### src/rtl/mem_stage_pkg.sv
// Shared constants and types for the RV32I memory stage.
// Defines the funct3 load/store encodings, FSM states and the bubble instruction.
package mem_stage_pkg;

  localparam logic [2:0] F3Lb  = 3'b000;
  localparam logic [2:0] F3Lh  = 3'b001;
  localparam logic [2:0] F3Lw  = 3'b010;
  localparam logic [2:0] F3Lbu = 3'b100;
  localparam logic [2:0] F3Lhu = 3'b101;
  localparam logic [2:0] F3Sb  = 3'b000;
  localparam logic [2:0] F3Sh  = 3'b001;
  localparam logic [2:0] F3Sw  = 3'b010;

  // Canonical NOP (add x0, x0, x0) presented by MEM/WB out of reset
  localparam logic [31:0] ResetInst = 32'h00000033;

  typedef enum logic [0:0] {
    StIdle,
    StWait
  } mem_state_e;

  // Halfword on an odd byte, or word not on a 4-byte boundary
  function automatic logic is_misaligned(input logic [2:0] funct3, input logic [1:0] addr_lo);
    logic is_half;
    logic is_word;
    is_half = (funct3[1:0] == 2'b01);
    is_word = (funct3[1:0] == 2'b10);
    return (is_half & addr_lo[0]) | (is_word & (addr_lo != 2'b00));
  endfunction

endpackage

### src/rtl/mem_lsu_align.sv
// Combinational byte-lane logic: store mask/replication and load lane select/extension.
module mem_lsu_align
  import mem_stage_pkg::*;
(
  input  logic [1:0]  addr_lo,
  input  logic [2:0]  funct3,
  input  logic [31:0] store_data,
  input  logic [31:0] load_word,
  output logic [3:0]  store_mask,
  output logic [31:0] store_wdata,
  output logic [31:0] load_data
);

  logic [7:0]  ld_byte;
  logic [15:0] ld_half;

  always_comb begin
    store_mask  = 4'b0000;
    store_wdata = store_data;
    case (funct3)
      F3Sb: begin
        store_mask  = 4'b0001 << addr_lo;
        store_wdata = {4{store_data[7:0]}};
      end
      F3Sh: begin
        store_mask  = 4'b0011 << {addr_lo[1], 1'b0};
        store_wdata = {2{store_data[15:0]}};
      end
      F3Sw: begin
        store_mask  = 4'b1111;
        store_wdata = store_data;
      end
      default: ;
    endcase
  end

  always_comb begin
    ld_byte   = load_word[{addr_lo, 3'b000} +: 8];
    ld_half   = addr_lo[1] ? load_word[31:16] : load_word[15:0];
    load_data = load_word;
    case (funct3)
      F3Lb:    load_data = {{24{ld_byte[7]}}, ld_byte};
      F3Lh:    load_data = {{16{ld_half[15]}}, ld_half};
      F3Lbu:   load_data = {24'h000000, ld_byte};
      F3Lhu:   load_data = {16'h0000, ld_half};
      default: load_data = load_word;
    endcase
  end

endmodule

### src/rtl/mem_stage.sv
// RV32I memory stage: data-memory handshake FSM, upstream stall and MEM/WB register.
// Optional misaligned-access trap enabled by defining MEM_MISALIGN_TRAP_EN.
module mem_stage
  import mem_stage_pkg::*;
(
  input  logic        i_clk,
  input  logic        i_rst_n,
  input  logic        i_vld,
  input  logic [31:0] i_res,
  input  logic [31:0] i_dmem_addr,
  input  logic [31:0] i_dmem_wdata,
  input  logic        i_mem_read,
  input  logic        i_mem_write,
  input  logic        i_mem_reg,
  input  logic [2:0]  i_opsel,
  input  logic [4:0]  i_rd_waddr,
  input  logic        i_rd_wen,
  input  logic [31:0] i_inst,
  input  logic [31:0] i_pc,
  input  logic [31:0] i_nxt_pc,
  output logic        o_stall,
  output logic        o_dmem_req,
  input  logic        i_dmem_ready,
  output logic [31:0] o_dmem_addr,
  output logic        o_dmem_ren,
  output logic        o_dmem_wen,
  output logic [31:0] o_dmem_wdata,
  output logic [3:0]  o_dmem_mask,
  input  logic        i_dmem_rvalid,
  input  logic [31:0] i_dmem_rdata,
  output logic        o_vld,
  output logic        o_rd_wen,
  output logic [4:0]  o_rd_waddr,
  output logic [31:0] o_rd_wdata,
  output logic [31:0] o_inst,
  output logic [31:0] o_pc,
  output logic [31:0] o_nxt_pc,
  output logic        o_trap
);

  mem_state_e  state_q, state_d;
  logic        mem_op;
  logic        trap_now;
  logic        access;
  logic        stall;
  logic        dmem_req;
  logic [31:0] load_data;

  assign mem_op = i_vld & (i_mem_read | i_mem_write);

`ifdef MEM_MISALIGN_TRAP_EN
  assign trap_now = mem_op & is_misaligned(i_opsel, i_dmem_addr[1:0]);
`else
  assign trap_now = 1'b0;
`endif

  // A trapping access never reaches memory
  assign access = mem_op & ~trap_now;

  mem_lsu_align u_align (
    .addr_lo     (i_dmem_addr[1:0]),
    .funct3      (i_opsel),
    .store_data  (i_dmem_wdata),
    .load_word   (i_dmem_rdata),
    .store_mask  (o_dmem_mask),
    .store_wdata (o_dmem_wdata),
    .load_data   (load_data)
  );

  always_ff @(posedge i_clk or negedge i_rst_n) begin
    if (!i_rst_n) begin
      state_q <= StIdle;
    end else begin
      state_q <= state_d;
    end
  end

  always_comb begin
    state_d = state_q;
    case (state_q)
      StIdle:  if (access & i_mem_read & i_dmem_ready) state_d = StWait;
      StWait:  if (i_dmem_rvalid) state_d = StIdle;
      default: state_d = StIdle;
    endcase
  end

  always_comb begin
    dmem_req = 1'b0;
    stall    = 1'b0;
    case (state_q)
      StIdle: begin
        dmem_req = access;
        stall    = access & (i_mem_read | ~i_dmem_ready);
      end
      StWait: begin
        stall = ~i_dmem_rvalid;
      end
      default: ;
    endcase
  end

  assign o_stall     = stall & i_rst_n;
  assign o_dmem_req  = dmem_req & i_rst_n;
  assign o_dmem_ren  = o_dmem_req & i_mem_read;
  assign o_dmem_wen  = o_dmem_req & i_mem_write & ~i_mem_read;
  assign o_dmem_addr = {i_dmem_addr[31:2], 2'b00};

  // Stalled cycles insert a bubble so the held entry retires exactly once
  always_ff @(posedge i_clk or negedge i_rst_n) begin
    if (!i_rst_n) begin
      o_vld      <= 1'b0;
      o_rd_wen   <= 1'b0;
      o_rd_waddr <= 5'd0;
      o_rd_wdata <= 32'd0;
      o_inst     <= ResetInst;
      o_pc       <= 32'd0;
      o_nxt_pc   <= 32'd0;
      o_trap     <= 1'b0;
    end else if (stall) begin
      o_vld    <= 1'b0;
      o_rd_wen <= 1'b0;
      o_trap   <= 1'b0;
    end else begin
      o_vld      <= i_vld;
      o_rd_wen   <= i_vld & i_rd_wen & ~trap_now;
      o_rd_waddr <= i_rd_waddr;
      o_rd_wdata <= i_mem_reg ? load_data : i_res;
      o_inst     <= i_inst;
      o_pc       <= i_pc;
      o_nxt_pc   <= i_nxt_pc;
      o_trap     <= trap_now;
    end
  end

endmodule

### config.mk
export PLATFORM = sky130hd
export DESIGN_NAME = mem_stage
export DESIGN_NICKNAME = d
export VERILOG_FILES = /design/src/rtl/mem_stage_pkg.sv /design/src/rtl/mem_lsu_align.sv /design/src/rtl/mem_stage.sv
export SDC_FILE = /design/constraint.sdc
export NUM_CORES = 1
export LEC_CHECK = 0
export ABC_CLOCK_PERIOD_IN_PS = 2600
export CORE_AREA = 2 2 174 176
export CTS_BUF_LIST = sky130_fd_sc_hd__clkbuf_8
export DETAILED_ROUTE_END_ITERATION = 6
export DIE_AREA = 0 0 176 178
export PLACE_DENSITY_LB_ADDON = 0.05
export SLEW_MARGIN = 5
export SYNTH_ARGS = -nofsm -noshare
export SYNTH_HDL_FRONTEND = slang
export SYNTH_SLANG_ARGS = --single-unit
### constraint.sdc
create_clock -name i_clk -period 2.6 [get_ports i_clk]
set_input_delay 0.52 -clock i_clk [delete_from_list [all_inputs] [get_ports i_clk]]
set_output_delay 0.52 -clock i_clk [all_outputs]
set_load 0.05 [all_outputs]
# Word-level counts from Yosys, hierarchy flattened
# Cells that the tools add are included.
# Widths: inputs -> output; s select.
[word_totals]
wordCells = 44
output_inout_bits = 208
ff_bits = 136
in_bits = 241
[classes]
bitwise = 16
n_reduce_logical = 1
eq_ne = 4
mux = 12
shifts = 3
[op_table]
columns = ["op", "n"]
rows = [
  ["$pmux 32 s4", 1],
  ["$pmux 32 s2", 1],
  ["$mux 32", 1],
  ["$shiftx 32x6->8", 1],
  ["$mux 16", 1],
  ["$pmux 4 s3", 1],
  ["$and 1x1->1", 10],
  ["$eq 3x3->1 const B", 2],
  ["$mux 1", 5],
  ["$not 1->1", 4],
  ["$pmux 1 s2", 2],
  ["$shl 1x2->4 const A", 1],
  ["$shl 2x2->4 const A", 1],
  ["$eq 3x1->1 const B", 1],
  ["$eq 3x2->1 const B", 1],
  ["$logic_not 3->1", 1],
  ["$or 1x1->1", 2],
]

# Logic depth before layout (Yosys ltp)
[logic_depth]
depth_word = 6
depth_mapped = 7

# By module
# A second synthesis with hierarchy kept.
[unflattened]
cells_unflattened = 525
hier_area_um2 = 6847.8
[modules_own_cells]
columns = ["mod", "cells_each", "area_per_inst_um2", "n_inst"]
rows = [
  ["mem_stage", 368, 5813.1, 1],
  ["mem_lsu_align", 157, 1034.7, 1],
]

# Worst setup path after synthesis
# OpenSTA, ideal clock, no wires.
[synth_path]
path_kind = "input-to-output"
from = "input port i_opsel[1]"
to = "output port o_dmem_wdata[29]"
path_slack_ps = -40
required_time_ps = 2080
cell_stages = 5
t_arrival_ps = 2120
path_cell_list = "buf_2 > nor2_1 > clkbuf_1 > nor2_1 > a21oi_1"
[synth_between]
elab_chain_cells = 2
[synth_lines]
columns = ["element", "line_no", "rtl"]
rows = [
  ["from (decl)", "mem_stage.sv:15", "input logic [2:0] i_opsel,"],
  ["$eq 3x1->1 or $logic_not 3->1 (tied branches)", "mem_lsu_align.sv:20", "case (funct3)"],
  ["$pmux 32 s2 (*)", "mem_lsu_align.sv:20", ""],
  ["to (decl)", "mem_stage.sv:27", "output logic [31:0] o_dmem_wdata,"],
]
# Every way passes the cells marked *; elsewhere a longest branch is shown, timed or not.

# Final worst setup path
[layout_path]
from = "input port i_opsel[1]"
to = "output port o_dmem_wdata[17]"
# Same word-level chain as after synthesis.

==> metrics <==
critical path's slowest cell=clkdlybuf4s50_1; core area=29,400 um2; CP peak stage delay=0.50 ns; largest net degree at the start of global routing=128; Min Clock Period, post-route=2.542 ns; antenna violations before repair=2; layout overhead on the synthesized area=69.23%; Die ar.=31,330 um2; pre-CTS setup slack=0.02437 ns; Synth Area in Compound Gates=8.985%; Initial DRT Pass Iterations=4; Final GP Congestion=0.8592; Syn Area/Cell=8.648 um2; Synth Area in XOR/XNOR=0%; post-route ant nets=0; Die H=178 um; Yosys warning total=0; Seq pwr share=33.1%; post-synthesis cell area=6754 um2; Initial Util=22.97%; Vias=6,530; Switching Fraction=41.16%; post-synthesis simple-gate area fraction=25.31%; Reg2Reg Launch Point=state_q; cell family with most CP delay=buffers and inverters; cell area power density=690.7 nW/um2; total gr overflow=0; first-pass GRT wire length=41,150 um; vias in the first global route=6,709; CTS Buf Count=17; Combinational Power Share=42.7%; Worst Setup Start Kind=input pin; fin. max-slew vios=0; Int Pwr=4.645 mW; clk root buf=clkbuf_8; most common cell after layout, fill and taps aside=clkdlybuf4s50_1; main combinational cell family by area after synthesis=simple AND/OR/NAND/NOR gates; CP Buf/Inv Count=3; Worst-path clk slew=0.08 ns; WP data required=2.08 ns; status=finished clean; Worst Setup EP=o_dmem_wdata[17]; LEAKAGE=5.150 nW; n_diodes=0; CP endpoint kind=primary output; H-Tree Depth=4; #FFs+latches synth=136; Synth Area in Adders=0%; critical-path maximum fanout=23; Max VDD drop=0.2674 mV; critical path depth=5; nets=1,368; Vias/cell=4.268; Max Cap Viol=0; post-synthesis mux area share=6.577%; Worst Tran Pin Value=0.8041 ns; data arrival time of the critical path=2.02 ns; worst relative slew slack=46.39%; sequential fraction of the synthesis area=50.46%; Initial DRC Count=319; TritonCTS Sinks=136; Max Fclk=0.3934 GHz; Clock Latency Late Sink=0.45 ns; Avg WL per Cell=18.24 um; Clock Tree Buf Depth=2; RSZ-0062 raised after global routing=true; internal reg-to-reg setup slack=0.78 ns; dpl hpwl=21,310 um; global-route usage over all layers=17.57%; fin crit share=97.76%; Critical Path Start=i_opsel[1]; R2R Path End=o_pc[26]; number of enable flip-flop cells after synthesis=0; io pins=449; Clk network pwr share=24.2%; Setup CP Type=input pin to primary output; CTS tree=yes; clk_skew=0.01094 ns; Fin. Hold Viols=0; Synth cell types=47; Main synth FF type=dfrtp_1; Mapped Cells=781; most frequent cells in the layout=clkdlybuf4s50_1, nand2_1, dfrtp_1; Tightest Hold Check Type=flip-flop to flip-flop; cells on worst reg2reg path=6; Post-synth ARST share=100.0%; ratio of cells with drive above 1 in the final layout=13.16%; final wirelength=27,910 um; TNS Setup=0 ns; Residual DRC=0; worst-path cell chain=clkdlybuf4s50_1 > nor2_2 > buf_12 > mux2_2 > buf_4; Final WS setup=0.05820 ns; IO buf count=385; Final Setup Violations=0; Cell Rows=63; final core area utilization=38.87%; Die W=176 um; Psw=3.250 mW
[synthesized netlist by cell type (5+ instances only)]
cell type / n / area [um2]
nand2_1: 337 / 1265
dfrtp_1: 132 / 3303
buf_4: 41 / 307.8
nor2_1: 38 / 142.6
mux2_2: 25 / 281.5
a21oi_1: 24 / 120.1
clkbuf_1: 24 / 90.09
buf_2: 20 / 100.1
nor3_1: 20 / 100.1
mux2i_1: 14 / 140.1
a211oi_1: 10 / 75.07
a211oi_2: 10 / 125.1
o21ai_0: 10 / 50.05
inv_1: 8 / 30.03
nand3_1: 8 / 40.04
a21o_1: 5 / 37.54
a221o_1: 5 / 50.05
[registers in the layout, summed over array words and instances, names as in the netlist]
register	flops
o_nxt_pc	32
o_pc	32
o_inst	32
state_q	1
o_vld	1
o_rd_wen	1
o_rd_waddr	5
o_rd_wdata	32
[how the worst min path moves through the flow]
stage	startpoint	to	slack, ns	cells after the start
after floorplan	i_rst_n	o_inst[10]	0.22	0
after global placement	i_rst_n	o_inst[26]	0.35	1
after detailed placement	i_rst_n	o_inst[26]	0.35	1
after CTS	o_inst[4]	o_inst[4]	0.47	2
after global routing	o_inst[5]	o_inst[5]	0.50	2
final	o_inst[4]	o_inst[4]	0.46	2
[tightest hold or removal path, stage by stage (launching register included)]
cell and delay (ns):
dfstp_2 0.37, nand2_1 0.04, nand2_1 0.05
[repair_timing]
action	in CTS	in global routing
endpoints found under the hold margin	9	0
setup buffers	0	0
endpoints found under the setup margin	0	4
resized for setup	0	1
hold buffers	1	0
[area by class of cell]
| cell class | count | area (um2) |
|---|---|---|
| Multi-Input combinational cell | 548 | 2796 |
| Timing Repair Buffer | 415 | 4284 |
| Clock buffer | 18 | 247.7 |
| Sequential cell | 136 | 3408 |
| Inverter | 9 | 33.78 |
| Clock inverter | 14 | 171.4 |
| Tap cell | 390 | 488.0 |
| Fill cell | 2982 | 17970 |
[routing by layer]
| layer | up-vias | wire, um | track usage [%] |
|---|---|---|---|
| met3 | 20 | 2423 | 5.818 |
| met1 | 3042 | 11140 | 20.48 |
| met2 | 283 | 14120 | 31.43 |
| met4 | 0 | 219 | 3.719 |
| li1 | 3185 | - | - |
| met5 | - | 0 | 0 |
[kinds of logic (layout without fill, tap and decap cells)]
group                  Yosys count  count (layout)
AOI/OAI and AO/OA               81              81
buffers and inverters           99             456
DFF                            136             136
muxes                           40              40
other                            1               3
and+or+nand+nor                424             424
[power groups by stage]
stage,Sequential [mW],Combinational (mW),Clock [mW]
after global routing,2.66,3.56,2.07
after global placement,2.65,3.41,0
after CTS,2.62,3.42,2.00
after detailed placement,2.66,3.41,0
final,2.61,3.37,1.91
after floorplan,3.79,0.923,0
[through the flow]
step | cell area (um2) | power, mW | std cells | hold slack, ns
6_report | 11430 | 7.895 | 1530 | 0.4611
5_1_grt | 11430 | 8.282 | 1530 | 0.4961
4_1_cts | 11430 | 8.030 | 1530 | 0.4683
3_5_place_dp | 11000 | 6.064 | 1497 | 0.3528
3_3_place_gp | 11000 | 6.062 | 1497 | 0.3530
2_1_floorplan | 6761 | 4.712 | 783 | 0.2244
Note: power is estimated with default switching activity, not from simulation.
